$ cat src/rtl/i2s_tx_sequencer_if.sv
// Sample-source / codec-pin bundle for the I2S transmit sequencer.
// master = sample source side, slave = the sequencer itself.
interface i2s_tx_sequencer_if #(
    parameter int DATA_W = 16
);
    logic              run;
    logic [DATA_W-1:0] left_data;
    logic [DATA_W-1:0] right_data;
    logic              sample_valid;
    logic              sample_ready;
    logic              bclk;
    logic              lrclk;
    logic              sdata;
    logic              busy;
    logic [7:0]        underrun_cnt;

    modport master (
        output run, left_data, right_data, sample_valid,
        input  sample_ready, bclk, lrclk, sdata, busy, underrun_cnt
    );

    modport slave (
        input  run, left_data, right_data, sample_valid,
        output sample_ready, bclk, lrclk, sdata, busy, underrun_cnt
    );
endinterface

$ cat src/rtl/i2s_tx_sequencer.sv
// Master-mode I2S transmitter: BCLK/LRCLK generation, one stereo pair per frame, MSB first.
// Optional build macro I2S_MUTE_ON_UNDERRUN_EN: underrun frames send zeros instead of repeating.
module i2s_tx_sequencer #(
    parameter int DATA_W    = 16,
    parameter int BCLK_HALF = 8,
    parameter int SLOT_BITS = 32
) (
    input  logic                 clk_in,
    input  logic                 reset,
    i2s_tx_sequencer_if.slave    bus
);
    localparam int F_W = $clog2(2 * SLOT_BITS);
    localparam int D_W = $clog2(BCLK_HALF);

    localparam logic [D_W-1:0] DIV_LAST = D_W'(BCLK_HALF - 1);
    localparam logic [F_W-1:0] F_LAST   = F_W'(2 * SLOT_BITS - 1);
    localparam logic [F_W-1:0] SLOT_F   = F_W'(SLOT_BITS);
    localparam logic [F_W-1:0] DATA_F   = F_W'(DATA_W);

    typedef enum logic {IDLE, RUN} state_t;

    state_t            state_q, state_d;
    logic [D_W-1:0]    div_q, div_d;
    logic              bclk_q, bclk_d;
    logic [F_W-1:0]    f_q, f_d;
    logic [DATA_W-1:0] l_q, l_d, r_q, r_d;
    logic [7:0]        und_q, und_d;
    logic              lrclk_q, lrclk_d;
    logic              sdata_q, sdata_d;
    logic              boundary;
    logic              ready;
    logic [F_W-1:0]    slot_pos;
    logic [DATA_W-1:0] slot_word;
    logic [DATA_W-1:0] shifted;

    always_ff @(posedge clk_in or posedge reset) begin
        if (reset) begin
            state_q <= IDLE;
            div_q   <= '0;
            bclk_q  <= 1'b0;
            f_q     <= '0;
            l_q     <= '0;
            r_q     <= '0;
            und_q   <= '0;
            lrclk_q <= 1'b0;
            sdata_q <= 1'b0;
        end else begin
            state_q <= state_d;
            div_q   <= div_d;
            bclk_q  <= bclk_d;
            f_q     <= f_d;
            l_q     <= l_d;
            r_q     <= r_d;
            und_q   <= und_d;
            lrclk_q <= lrclk_d;
            sdata_q <= sdata_d;
        end
    end

    always_comb begin
        state_d  = state_q;
        div_d    = div_q;
        bclk_d   = bclk_q;
        f_d      = f_q;
        l_d      = l_q;
        r_d      = r_q;
        und_d    = und_q;
        boundary = 1'b0;
        ready    = 1'b0;

        unique case (state_q)
            IDLE: begin
                div_d    = '0;
                bclk_d   = 1'b0;
                f_d      = '0;
                boundary = 1'b1;
            end
            RUN: begin
                if (div_q == DIV_LAST) begin
                    div_d  = '0;
                    bclk_d = ~bclk_q;
                    if (bclk_q) begin
                        if (f_q == F_LAST) begin
                            f_d      = '0;
                            boundary = 1'b1;
                        end else begin
                            f_d = f_q + 1'b1;
                        end
                    end
                end else begin
                    div_d = div_q + 1'b1;
                end
            end
            default: state_d = IDLE;
        endcase

        // run is only honoured here; a frame in progress always completes
        if (boundary) begin
            if (bus.run) begin
                state_d = RUN;
                ready   = 1'b1;
                if (bus.sample_valid) begin
                    l_d = bus.left_data;
                    r_d = bus.right_data;
                end else begin
                    if (und_q != 8'hFF)
                        und_d = und_q + 1'b1;
`ifdef I2S_MUTE_ON_UNDERRUN_EN
                    l_d = '0;
                    r_d = '0;
`else
                    l_d = l_q;
                    r_d = r_q;
`endif
                end
            end else begin
                state_d = IDLE;
            end
        end

        // Pin values are decoded from the next frame position so they land registered.
        slot_pos  = (f_d >= SLOT_F) ? (f_d - SLOT_F) : f_d;
        slot_word = (f_d >= SLOT_F) ? r_d : l_d;
        shifted   = slot_word << (slot_pos - 1'b1);
        lrclk_d   = (f_d >= SLOT_F);
        sdata_d   = ((slot_pos != '0) && (slot_pos <= DATA_F)) ? shifted[DATA_W-1] : 1'b0;
    end

    assign bus.sample_ready = ready & ~reset;
    assign bus.bclk         = bclk_q;
    assign bus.lrclk        = lrclk_q;
    assign bus.sdata        = sdata_q;
    assign bus.busy         = (state_q == RUN);
    assign bus.underrun_cnt = und_q;
endmodule

$ cat src/flat_wrapper.sv
// flat-port wrapper written by rule: the top's interface ports become plain ports
module i2s_tx_sequencer_flat 
#(
    parameter int DATA_W    = 16,
    parameter int BCLK_HALF = 8,
    parameter int SLOT_BITS = 32
)
  (clk_in, reset, bus_run, bus_left_data, bus_right_data, bus_sample_valid, bus_sample_ready, bus_bclk, bus_lrclk, bus_sdata, bus_busy, bus_underrun_cnt);
  i2s_tx_sequencer_if #(.DATA_W(DATA_W)) bus_i ();
  input  logic clk_in;
  input  logic reset;
  input wire logic [$bits(bus_i.run)-1:0] bus_run;
  input wire logic [$bits(bus_i.left_data)-1:0] bus_left_data;
  input wire logic [$bits(bus_i.right_data)-1:0] bus_right_data;
  input wire logic [$bits(bus_i.sample_valid)-1:0] bus_sample_valid;
  output wire logic [$bits(bus_i.sample_ready)-1:0] bus_sample_ready;
  output wire logic [$bits(bus_i.bclk)-1:0] bus_bclk;
  output wire logic [$bits(bus_i.lrclk)-1:0] bus_lrclk;
  output wire logic [$bits(bus_i.sdata)-1:0] bus_sdata;
  output wire logic [$bits(bus_i.busy)-1:0] bus_busy;
  output wire logic [$bits(bus_i.underrun_cnt)-1:0] bus_underrun_cnt;
  assign bus_i.run = bus_run;
  assign bus_i.left_data = bus_left_data;
  assign bus_i.right_data = bus_right_data;
  assign bus_i.sample_valid = bus_sample_valid;
  assign bus_sample_ready = bus_i.sample_ready;
  assign bus_bclk = bus_i.bclk;
  assign bus_lrclk = bus_i.lrclk;
  assign bus_sdata = bus_i.sdata;
  assign bus_busy = bus_i.busy;
  assign bus_underrun_cnt = bus_i.underrun_cnt;
  i2s_tx_sequencer #(.DATA_W(DATA_W), .BCLK_HALF(BCLK_HALF), .SLOT_BITS(SLOT_BITS)) u_core (.clk_in(clk_in), .reset(reset), .bus(bus_i));
endmodule
$ cat config.mk
export PLATFORM = sky130hd
export DESIGN_NAME = i2s_tx_sequencer_flat
export DESIGN_NICKNAME = d
export VERILOG_FILES = /design/src/rtl/i2s_tx_sequencer_if.sv /design/src/rtl/i2s_tx_sequencer.sv /design/src/flat_wrapper.sv
export SDC_FILE = /design/constraint.sdc
export NUM_CORES = 1
export LEC_CHECK = 0
export CAP_MARGIN = 0
export CORE_MARGIN = 2
export CORE_UTILIZATION = 65
export DETAILED_ROUTE_END_ITERATION = 7
export DONT_BUFFER_PORTS = 1
export PLACE_DENSITY = 0.88
export SLEW_MARGIN = 15
export SYNTH_ARGS = -nofsm -noshare
export SYNTH_HDL_FRONTEND = slang
export SYNTH_SLANG_ARGS = --single-unit
$ cat constraint.sdc
create_clock -name clk_in -period 8.8 [get_ports clk_in]
set_input_delay 0.88 -clock clk_in [delete_from_list [all_inputs] [get_ports clk_in]]
set_output_delay 0.88 -clock clk_in [all_outputs]
set_load 0.05 [all_outputs]
==> results.toml, run 1 <==
[finish]
nets = 338
fin_util_pct = 71.1
fin_cells = 347
fin_area_mm2 = 0.00289
n_fill_cell = 302
drive_gt1_share_pct = 8.08
area_growth_pct = 4.34
seqCellArea_mm2 = 0.00133
multi_input_area_mm2 = 0.00133
antennaDiodeCount = 0

[clocking]
cts_resized = 0
clockBufferDepth = 2
insertion_delay_ns = 0.32
path_clk_slew_ns = 0.10
htree_levels = 2
cts_tree = "built"
cts_root_buf = "clkbuf_8"
cts_sinks = 53
cts_setup_buffers = 0
numCtsBuffers = 5
ctsHoldBuffers = 0

[placement]
portBuffers = 0
dp_cells = 339
dp_slack_ns = 4.62
dpl_cell_area_mm2 = 0.00277
place.gp.congestion = 0.865
dpl.hpwl_um = 4190

[synth]
avgSynthCellArea_um2 = 9.16
syn_area_mm2 = 0.00277
synthMuxAreaShare_pct = 6.74
synthSimpleGateAreaFrac_pct = 23.3
ys_ff_latch = 53
synth_top_family_by_area = "simple AND/OR/NAND/NOR gates"
synth.area.top_cells = "dfrtp_1 48%, nand2_1 14%, mux4_2 3.3%"
synth_top_area_share_pct = 47.9
yosysWarnings = 0
synth-edff-count = 0
dominantRegCellSynth = "dfrtp_1"
syn_inst = 302
synth_nets = 344
synth-xor-area-share_pct = 3.17
synth_area_leader_cell = "dfrtp_1"
synthAdderAreaFrac_pct = 2.71
yosysSeqAreaShare_pct = 47.9
postSynth.asyncResetShare_pct = 100
netlist-cell-type-count = 49
synth-compound-area-share_pct = 12.3

[grt]
grt_max_degree = 54
gr-total-overflow = 0
grt_use_total_pct = 26.6
antenna_found_initial = 0
grt_pass1_vias = 2057
grt_pass1_wl_um = 10100

[drt]
drtPass1Iterations = 4
drt_iter0_markers = 191
wl_per_cell_um = 17.1
vias_per_cell = 6.17
drc = 0
ant_nets = 0
wirelength_um = 5940
num_vias = 2141

[worst_hold_path]
hold_depth = 1
worst_hold_path_type = "flop to flop"

[sta]
hold_ws_ns = 0.439
setup_viol = 0
max_freq_mhz = 238
timing.setup.tns_ns = 0
tightest_slew_ns = 0.894
post-route-min-period_ns = 4.20
slew_headroom_pct = 40.2
finalMaxSlewViolations = 0
finalHoldViolations = 0
fin_skew_ns = 0.0116
fin_crit_sh_pct = 47.7
setup_ws_ns = 4.60
rsz0062_at_grt = "no"

[die]
io_pins = 49
coreArea_mm2 = 0.00406
die_y_um = 69.2
start_util_pct = 68.2
rows = 23
die_x_um = 69.2
die-area_mm2 = 0.00479

[critical_path]
critPathKind = "flop to flop"
crit_buf_inv = 2
worstRegToRegCells = 10
slowest_stage = "dfrtp_1"
path_cells = "inv_1 -> a2111oi_4 -> or2_1 -> inv_2 -> ha_1 -> xor2_1 -> mux4_2 -> or4_1 -> o311ai_1 -> o22ai_1"
crit_family = "flip-flops"
worstPathArrival_ns = 4.37
crit_path_start_kind = "flop"
end_kind = "flop"
cp.required_ns = 8.98
cp_num_cells = 10
r2r_setup_slack_ns = 4.60
critPathMaxStageDelay_ns = 0.83
crit_fanout = 14

[power_and_ir_drop]
total_power_mw = 0.418
leakagePower_nw = 1.44
ir_drop_v = 0.000127
powerDensity_mw_per_mm2 = 145

[run_status]
outcome = "finished, final reports clean"

[flow_run]
max_cap_violations = 0
[flip-flops by register name (all words and copies together), names as in the netlist]
| name | count |
|---|---|
| u_core.l_q | 16 |
| u_core.r_q | 16 |
| u_core.bus.underrun_cnt | 8 |
| u_core.f_q | 6 |
| u_core.div_q | 3 |
| u_core.bus.bclk | 1 |
| u_core.bus.busy | 1 |
| u_core.bus.lrclk | 1 |
| u_core.bus.sdata | 1 |
[layout make-up]
cell class	count	area share, %
clock buffers	5	2.38
clock inverters	3	1.60
inverters	9	1.21
multi-input cells	225	46.2
flip-flops and latches	53	45.9
well taps	50	2.17
repair buffers	2	0.520
[Yosys cell counts (5+ instances only)]
cell type and instances:
nand2_1 103, dfrtp_1 53, o21ai_0 12, nor2_1 11, and3_1 9, inv_1 8
xnor2_1 8, a21oi_1 6, ha_1 6, buf_2 5, mux2_2 5, nand4_1 5
nor3_1 5
[cell families (layout without fill, tap and decap cells)]
group / count (synthesis) / count (layout)
and+or+nand+nor: 149 / 149
xor gates and xnor gates: 10 / 10
adders and majority gates: 6 / 6
muxes: 13 / 13
buffers and inverters: 24 / 19
AOI/OAI and AO/OA: 47 / 47
DFF: 53 / 53
[path summary, 6_finish.rpt]
check	from	to
hold reg to reg	u_core.div_q[0]	u_core.div_q[0]
min in group asynchronous	reset	u_core.bus.busy
hold / removal	u_core.div_q[0]	u_core.div_q[0]
max in group asynchronous	reset	u_core.l_q[13]
setup reg to reg	u_core.bus.busy	u_core.bus.sdata
setup / recovery	u_core.bus.busy	u_core.bus.sdata
[placed cells by master, fill, tap and decap left out, types with 6 or more instances in the layout]
master	n
ha_1	6
dfrtp_1	53
nand2_1	103
xnor2_1	8
nor2_1	11
inv_1	7
a21oi_1	6
o21ai_0	12
and3_1	9
[per-layer routing]
layer	global-route usage, %	vias to the layer above	wire length, um
met5	0	-	0
li1	-	1024	-
met2	40.0	79	2820
met3	7.41	18	391
met4	10.9	0	167
met1	36.7	1020	2560
[power by group]
| group | switching [mW] | total (mW) | internal (mW) |
|---|---|---|---|
| sequential | 0 | 0.243 | 0.243 |
| clock | 0.0837 | 0.169 | 0.0852 |
| combinational | 0.00481 | 0.00583 | 0.00102 |
No activity file was read; power rests on OpenSTA's default activity.
==> inputs of run 2 (changes only) <==
--- a/config.mk
+++ b/config.mk
@@ -7,10 +7,10 @@
 export LEC_CHECK = 0
 export CAP_MARGIN = 0
 export CORE_MARGIN = 2
-export CORE_UTILIZATION = 65
+export CORE_UTILIZATION = 57
 export DETAILED_ROUTE_END_ITERATION = 7
 export DONT_BUFFER_PORTS = 1
-export PLACE_DENSITY = 0.88
+export PLACE_DENSITY = 0.82
 export SLEW_MARGIN = 15
 export SYNTH_ARGS = -nofsm -noshare
 export SYNTH_HDL_FRONTEND = slang
==> constraint.sdc (replaced) <==
create_clock -name clk_in -period 3.6 [get_ports clk_in]
set_input_delay 0.36 -clock clk_in [delete_from_list [all_inputs] [get_ports clk_in]]
set_output_delay 0.36 -clock clk_in [all_outputs]
set_load 0.05 [all_outputs]
==> results.toml, run 2 (synthesis results as in run 1) <==
[run_status]
outcome = "finished, final reports clean"

[clocking]
cts_setup_buffers = 0
cts_tree = "built"
insertion_delay_ns = 0.31
cts_resized = 0
path_clk_slew_ns = 0.10
ctsHoldBuffers = 0
htree_levels = 2
numCtsBuffers = 5
cts_sinks = 53
clockBufferDepth = 2
cts_root_buf = "clkbuf_8"

[finish]
layout_commonest_cell = "nand2_1"
drive_gt1_share_pct = 10.8
antennaDiodeCount = 0
fin_area_mm2 = 0.00298
area_growth_pct = 7.78
nets = 347
n_fill_cell = 397
mostFrequentLayoutCells = "103 x nand2_1, 53 x dfrtp_1, 12 x o21ai_0, 11 x nor2_1, 11 x buf_4"

[sta]
setup_viol = 0
fin_skew_ns = 0.00447
fin_crit_sh_pct = 91.8
rsz0062_at_grt = "no"
max_freq_mhz = 302
tightest_slew_ns = 0.898
slew_headroom_pct = 40.0
timing.setup.tns_ns = 0
finalHoldViolations = 0
finalMaxSlewViolations = 0
post-route-min-period_ns = 3.31

[flow_run]
max_cap_violations = 0

[worst_hold_path]
worst_hold_path_type = "input port to async pin"

[critical_path]
crit_fanout = 13
r2r-start = "u_core.div_q[0]"
cp.required_ns = 3.78
end_kind = "flop"
worstPathArrival_ns = 3.49
critPathKind = "flop to flop"
worstRegToRegCells = 13
crit_path_start_kind = "flop"
r2r_setup_slack_ns = 0.29
regToRegEndpoint = "u_core.bus.sdata"

[die]
io_pins = 49
die_y_um = 73.7
rows = 25
die-area_mm2 = 0.00543
coreArea_mm2 = 0.00469
start_util_pct = 59.0
die_x_um = 73.7

[drt]
drtPass1Iterations = 4
drt_iter0_markers = 167
drc = 0
vias_per_cell = 5.94
ant_nets = 0
wl_per_cell_um = 16.6
wirelength_um = 5980
num_vias = 2137

[grt]
antenna_found_initial = 0
gr-total-overflow = 0
grt_pass1_wl_um = 9830
grt_max_degree = 54
grt_use_total_pct = 24.1
grt_pass1_vias = 2050

[placement]
dpl.hpwl_um = 4300
place.gp.congestion = 0.990
dpl_cell_area_mm2 = 0.00284
portBuffers = 0

[power_and_ir_drop]
leakagePower_nw = 1.50
ir_drop_v = 0.000255
powerDensity_mw_per_mm2 = 367
==> run 2: cell count changes in the layout (fill, tap and decap cells not counted), sizes merged <==
cell and delta:
buf +9, bufinv +1, clkinv -1, inv +1, clkinvlp -1
==> run 2: metrics by stage <==
step,util [%],hold slack [ns],setup slack [ns],power [mW],instances
after global placement,60.6,0.418,0.496,0.622,352
after global routing,63.5,0.141,0.0195,1.12,360
after floorplan,-,0.408,0.223,0.618,302
after CTS,63.5,0.137,0.320,1.10,360
after detailed placement,60.6,0.432,0.349,0.622,352
final,63.5,0.0818,0.294,1.09,360
==> run 2: metal layers <==
metal	vias up	global-route usage (%)	share of wire (%)
met5	-	0	0
met4	0	11.3	2.7
met3	15	5.90	6.5
met2	70	36.1	47
met1	1010	33.2	43
li1	1042	-	-
==> run 2: worst max path at each step <==
stage	cells past startpoint	slack, ns	startpoint	endpoint
floorplan	12	0.22	u_core.bus.bclk	u_core.bus.sdata
global placement	13	0.50	u_core.div_q[0]	u_core.bus.sdata
finish	13	0.29	u_core.div_q[0]	u_core.bus.sdata
CTS	13	0.32	u_core.div_q[0]	u_core.bus.sdata
global route	15	0.02	u_core.div_q[0]	u_core.bus.sdata
detailed placement	13	0.35	u_core.div_q[0]	u_core.bus.sdata
==> run 2: layout make-up <==
cell class              count  area (um2)  share of cell area [%]
inverters                   9        35.0                    1.17
well taps                  54        67.6                    2.27
clock inverters             3        68.8                    2.31
repair buffers             11        82.6                    2.77
multi-input cells         225        1330                    44.7
flip-flops and latches     53        1330                    44.5
clock buffers               5        68.8                    2.31
==> run 2: power by group <==
group | switching, mW | internal [mW] | total, mW
combinational | 0.0120 | 0.00248 | 0.0145
sequential | 0 | 0.595 | 0.595
clock | 0.204 | 0.280 | 0.483
total | 0.216 | 0.877 | 1.09
==> run 2: critical path, cell delays in order, from the launching register on <==
cell       delay (ns)
dfrtp_1          0.37
ha_1             0.15
ha_1             0.28
nand2_1          0.19
a2111oi_4        0.39
or2_1            0.18
inv_2            0.04
buf_4            0.19
ha_1             0.46
nand2_1          0.14
a2111oi_0        0.44
a211oi_1         0.10
o311ai_0         0.12
o22ai_1          0.12
